==> src/rtl/extender_scheduler.sv <==
// extender_scheduler: latches one hasher batch and streams one range-checked fragment per handshake
module extender_scheduler #(
  parameter int BASE_LEN      = 4,
  parameter int MEM_LEN       = 128,
  parameter int FRAG_LEN      = 8,
  parameter int INDICES_COUNT = 2,
  parameter int INDICE_LEN    = 5,
  localparam int SLOT_W       = INDICES_COUNT > 1 ? $clog2(INDICES_COUNT) : 1
)(
  input  logic                                clk,
  input  logic                                rst_n,
  input  logic                                in_valid,
  output logic                                in_ready,
  input  logic [MEM_LEN-1:0]                  in_memory,
  input  logic [INDICES_COUNT*INDICE_LEN-1:0] in_indices,
  input  logic [INDICES_COUNT-1:0]            in_mask,
  output logic                                out_valid,
  input  logic                                out_ready,
  output logic [FRAG_LEN*BASE_LEN-1:0]        out_frag,
  output logic [SLOT_W-1:0]                   out_slot,
  output logic                                out_oob,
  output logic                                out_last,
  output logic                                busy,
  output logic [15:0]                         frag_count
);
  localparam int MEM_BASES = MEM_LEN / BASE_LEN;
  localparam int RW        = INDICE_LEN + 1;
  localparam int FW        = FRAG_LEN * BASE_LEN;

  typedef enum logic {IDLE, EMIT} state_t;

  state_t                                 state_q, state_d;
  logic [MEM_LEN-1:0]                     mem_q;
  logic [INDICES_COUNT-1:0][INDICE_LEN-1:0] idx_q;
  logic [INDICES_COUNT-1:0]               pend_q;
  logic [15:0]                            frag_count_q;
  logic [SLOT_W-1:0]                      slot;
  logic [INDICE_LEN-1:0]                  start;
  logic                                   oob, last, emit, accept, hs;

  // lowest pending slot wins
  always_comb begin
    slot = '0;
    for (int i = INDICES_COUNT - 1; i >= 0; i--) if (pend_q[i]) slot = SLOT_W'(i);
  end

  // one extra bit so idx+FRAG_LEN cannot wrap before the compare
  assign oob    = ({1'b0, idx_q[slot]} + RW'(FRAG_LEN)) > RW'(MEM_BASES);
  assign start  = oob ? INDICE_LEN'(MEM_BASES - FRAG_LEN) : idx_q[slot];
  assign last   = $onehot(pend_q);
  assign emit   = state_q == EMIT;
  assign accept = !emit && in_valid;
  assign hs     = emit && out_ready;

  always_comb begin
    state_d = accept ? ((|in_mask) ? EMIT : IDLE) : (hs && last) ? IDLE : state_q;
  end

  assign in_ready   = !emit;
  assign out_valid  = emit;
  assign busy       = emit;
  assign out_frag   = emit ? FW'(mem_q >> (start * BASE_LEN)) : '0;
  assign out_slot   = emit ? slot : '0;
  assign out_oob    = emit && oob;
  assign out_last   = emit && last;
  assign frag_count = frag_count_q;

  always_ff @(posedge clk or negedge rst_n) begin
    if (!rst_n) begin
      state_q      <= IDLE;
      mem_q        <= '0;
      idx_q        <= '0;
      pend_q       <= '0;
      frag_count_q <= '0;
    end else begin
      state_q <= state_d;
      if (accept) begin
        mem_q  <= in_memory;
        idx_q  <= in_indices;
        pend_q <= in_mask;
      end else if (hs) begin
        pend_q       <= pend_q & ~(INDICES_COUNT'(1) << slot);
        frag_count_q <= frag_count_q + 16'd1;
      end
    end
  end
endmodule
==> config.mk <==
export PLATFORM = sky130hd
export DESIGN_NAME = extender_scheduler
export DESIGN_NICKNAME = d
export VERILOG_FILES = /design/src/rtl/extender_scheduler.sv
export SDC_FILE = /design/constraint.sdc
export NUM_CORES = 1
export LEC_CHECK = 0
export ABC_AREA = 0
export BUFFER_PORTS_ARGS = -buffer_cell sky130_fd_sc_hd__buf_2
export CAP_MARGIN = 30
export CORE_MARGIN = 10
export CORE_UTILIZATION = 57
export CTS_CLUSTER_SIZE = 30
export DETAILED_ROUTE_END_ITERATION = 7
export GPL_ROUTABILITY_DRIVEN = 1
export MAX_ROUTING_LAYER = met4
export PLACE_DENSITY = 0.89
export SYNTH_ARGS = -nofsm -noshare
export SYNTH_HDL_FRONTEND = slang
export SYNTH_SLANG_ARGS = --single-unit
==> constraint.sdc <==
create_clock -name clk -period 3.05 [get_ports clk]
set_input_delay 0.4575 -clock clk [delete_from_list [all_inputs] [get_ports clk]]
set_output_delay 0.4575 -clock clk [all_outputs]
set_load 0.005 [all_outputs]
==> reports/results.txt <==
The run finished, with violations left. The checks that failed: design-rule violations, negative setup slack. The layout net count is 1483. The logs give 0 for the final count of pins violating max slew and 2.59 ns for the data required time of the worst path. The final period demand of the worst path came out at 3.73 ns. The path category of the worst min-delay check was in -> async. Of the cells placed in the final design, the portion with a size suffix greater than 1 is 52.8%. The reg2reg setup slack was 0.95 ns. Setup repair after global routing could not meet its margin everywhere. Walking the worst path, the cells encountered are inv_2 > ha_4 > a21boi_4 > a22o_4 > buf_12 > buf_16 > mux2i_1 > mux2i_1 > mux2_2 > o221ai_1 > a211oi_2 > buf_4 > buf_2. Sum of routed wire segments on met1: 15400 µm. The initial utilization of the core area, before any placement, comes to 58.5%.

The critical setup path kind is reg -> out. In the synthesized netlist the async set-or-reset flop fraction comes to 100%. The combined buffer and inverter count along the critical path is 5, and the number of failing setup endpoints in the final timing report is 32.

The filler cells instantiated in the layout total 997. The routed design uses 5070 µm of met3 wire. The synthesized flop and latch total works out to 157. At the end of routability-driven placement, the weighted congestion stood at 1.05.

The cell sitting at the root of the clock tree is a clkbuf_16. TritonCTS built the clock tree. The clock reaches the later pin of the worst-skew pair after 0.45 ns. Counting distinct cell types in the post-synthesis netlist gives 57. On the critical path the largest part of the delay comes from multiplexers. Using the TritonRoute via totals, the vias-per-cell ratio works out to 6.78. Die width: 156 µm. The clock passes through at most 2 buffers. The capture point of the critical path was out_frag[19].

The DRC marker count from the first detailed-route iteration is 1520. The worst register-to-register path begins at busy. The highest clock frequency the design can meet came out at 268 MHz. Most instantiated flip-flop cell in the synthesis netlist: dfrtp_1.

The final antenna-violating net count was 0; the final number of hold-violating endpoints was 0. The clock transition at the registers of the reported paths was 0.06 ns; the mean cell area of the mapped netlist was 10.6 µm². Summed over all layers, the global routing overflow is 0. The number of nets handed over by synthesis was 1151. The cell that appears most often on the critical path is mux2i_1. Entering global routing, the biggest net connects 141 pins. The clock net in this run drives a total of 157 sinks. The die covers 24500 µm². Tracing the worst setup path back leads to its startpoint at pend_q[0]. The average detailed-routed wire length per instance came out at 26.7 µm. STA classifies the critical path startpoint as a register. The worst-margin pin slew is 0.748 ns. The via count came out at 10700. For the estimated wirelength of the detail-placed design, the log shows 29200 µm. The critical path runs through a total of 13 cells.

The tools report the normalized max-slew margin as 50.1%. The tools report the post-synthesis cell count as 1004. The post-route clock period utilization works out to 122%.

Across the run, the number of max-cap violations was 0. Port buffering added 197 buffers. The first detailed-routing pass took 8 iterations. Wires add up to 42200 µm. The die is 156 µm tall.

The endpoint identified for the worst register-to-register timing path is frag_count[15]. For the minimum setup slack in the final design, the log shows -0.679 ns. The highest routed metal layer was met4. The largest single stage delay on the critical path is 0.40 ns. The final setup skew came out at 0.00786 ns. The number of antenna violations at the first check in global routing came out at 1.

During I/O placement, the number of pins put on the boundary was 198. The total core area is 18100 µm², and the total of warnings raised by yosys is 0. The cell area that synthesis handed to floorplanning was 10600 µm².

In this run the worst path has a maximum fanout of 8. After routing, the total negative slack on setup checks comes to -16.24 ns. The cell with the largest stage delay on the worst path is dfrtp_1. For the via count of the first global-routing pass, the log shows 10900. The first global-routing pass estimated 61400 µm of wire.

The area growth from synthesis to layout is 40.0%. The sort of element at the end of the critical path is an output pin. After synthesis, flip-flops and latches occupy 37.0% of the total area.

The tools report the H-tree depth as 4. In this run, CTS created clock tree buffers numbering 17. The sum of met2 wire segment lengths after detailed routing is 19200 µm, and the number of enable flip-flop cells after synthesis is 0. Across every metal layer, demand over resource in global routing totals 33.3%.

The tools report the critical path arrival as 3.27 ns. The number of placement rows was 49; the number of cells on the worst reg-to-reg path was 7. After detailed routing, the number of remaining DRC violations is 17.
[registers in the layout, indices dropped and copies added, names as in the netlist]
| signal | flops |
|---|---|
| frag_count | 16 |
| pend_q | 2 |
| idx_q | 10 |
| busy | 1 |
| mem_q | 128 |
[Yosys cell counts (all sizes together) (15+ instances only)]
master | n | share of area, %
mux2i | 236 | 22
clkbuf | 31 | 1.1
dfrtp | 157 | 37
a221oi | 15 | 1.2
o21ai | 22 | 1.0
buf | 43 | 2.9
nand3 | 34 | 1.6
nand2 | 117 | 4.1
mux2 | 150 | 16
nor2 | 23 | 0.81
a21oi | 45 | 2.2
[layer usage]
layer / GRT usage, % / vias up
met4: 15.5 / 0
li1: - / 4415
met1: 39.6 / 5129
met5: - / -
met2: 52.2 / 882
met3: 8.50 / 275
[cell families after synthesis]
family | Yosys count | synth area share [%]
AOI/OAI and AO/OA | 162 | 10.8
xor gates and xnor gates | 15 | 1.24
adders and majority gates | 3 | 0.354
buffers and inverters | 76 | 4.04
DFF | 157 | 37.0
muxes | 386 | 38.2
and+or+nand+nor | 205 | 8.35
[layout by cell type, fill, tap and decap left out, drive strengths merged, types with 5 or more instances in the layout]
| cell type | n |
|---|---|
| o21ai | 22 |
| a31oi | 7 |
| mux2 | 150 |
| nand3 | 34 |
| a221oi | 15 |
| a22oi | 11 |
| o22ai | 11 |
| dfrtp | 157 |
| nand2 | 117 |
| nor2 | 23 |
| xnor2 | 11 |
| inv | 6 |
| o221ai | 10 |
| nor3 | 7 |
| a21oi | 45 |
| clkbuf | 20 |
| buf | 385 |
| mux2i | 236 |
| or3 | 5 |
[worst min-delay path by stage]
stage                                end  slack (ns)  depth (start not counted)            from
after floorplan                     busy        0.16                          0           rst_n
after global placement    frag_count[15]        0.46                          1  frag_count[15]
after detailed placement  frag_count[15]        0.47                          1  frag_count[15]
after CTS                       mem_q[3]        0.06                          1           rst_n
after global routing            mem_q[4]        0.09                          1           rst_n
final                           mem_q[3]        0.02                          1           rst_n
[cell type report]
cell class / instances / area (µm²) / area share, %
multi-input combinational: 771 / 7180 / 48.3
clock buffer: 19 / 443 / 2.98
sequential: 157 / 3930 / 26.4
tap: 229 / 287 / 1.93
clock inverter: 13 / 154 / 1.04
antenna: 1 / 2.50 / 0.0168
timing repair buffer: 387 / 2860 / 19.2
inverter: 2 / 7.51 / 0.0505
[metrics by stage]
step | instances | utilization (%) | instance area, µm² | hold WS [ns] | worst slack (ns)
finish | 1579 | 81.9 | 14900 | 0.0212 | -0.679
global route | 1579 | 81.9 | 14900 | 0.0879 | -0.697
CTS | 1573 | 79.5 | 14400 | 0.0604 | -0.443
detailed placement | 1514 | 71.0 | 12900 | 0.466 | -0.235
global placement | 1514 | 71.0 | 12900 | 0.458 | -0.169
floorplan | 1004 | - | 10600 | 0.162 | 0.213
[timing repair]
action | CTS | global route
resized for setup | 124 | 84
endpoints found under the setup margin | 32 | 32
pin swaps | 24 | 17
hold buffers | 0 | 0
buffers inserted | 26 | 6
cloned | 5 | 1
Power is not shown: default switching activity piles up to over one toggle a cycle in this logic, so the estimate is an artifact.
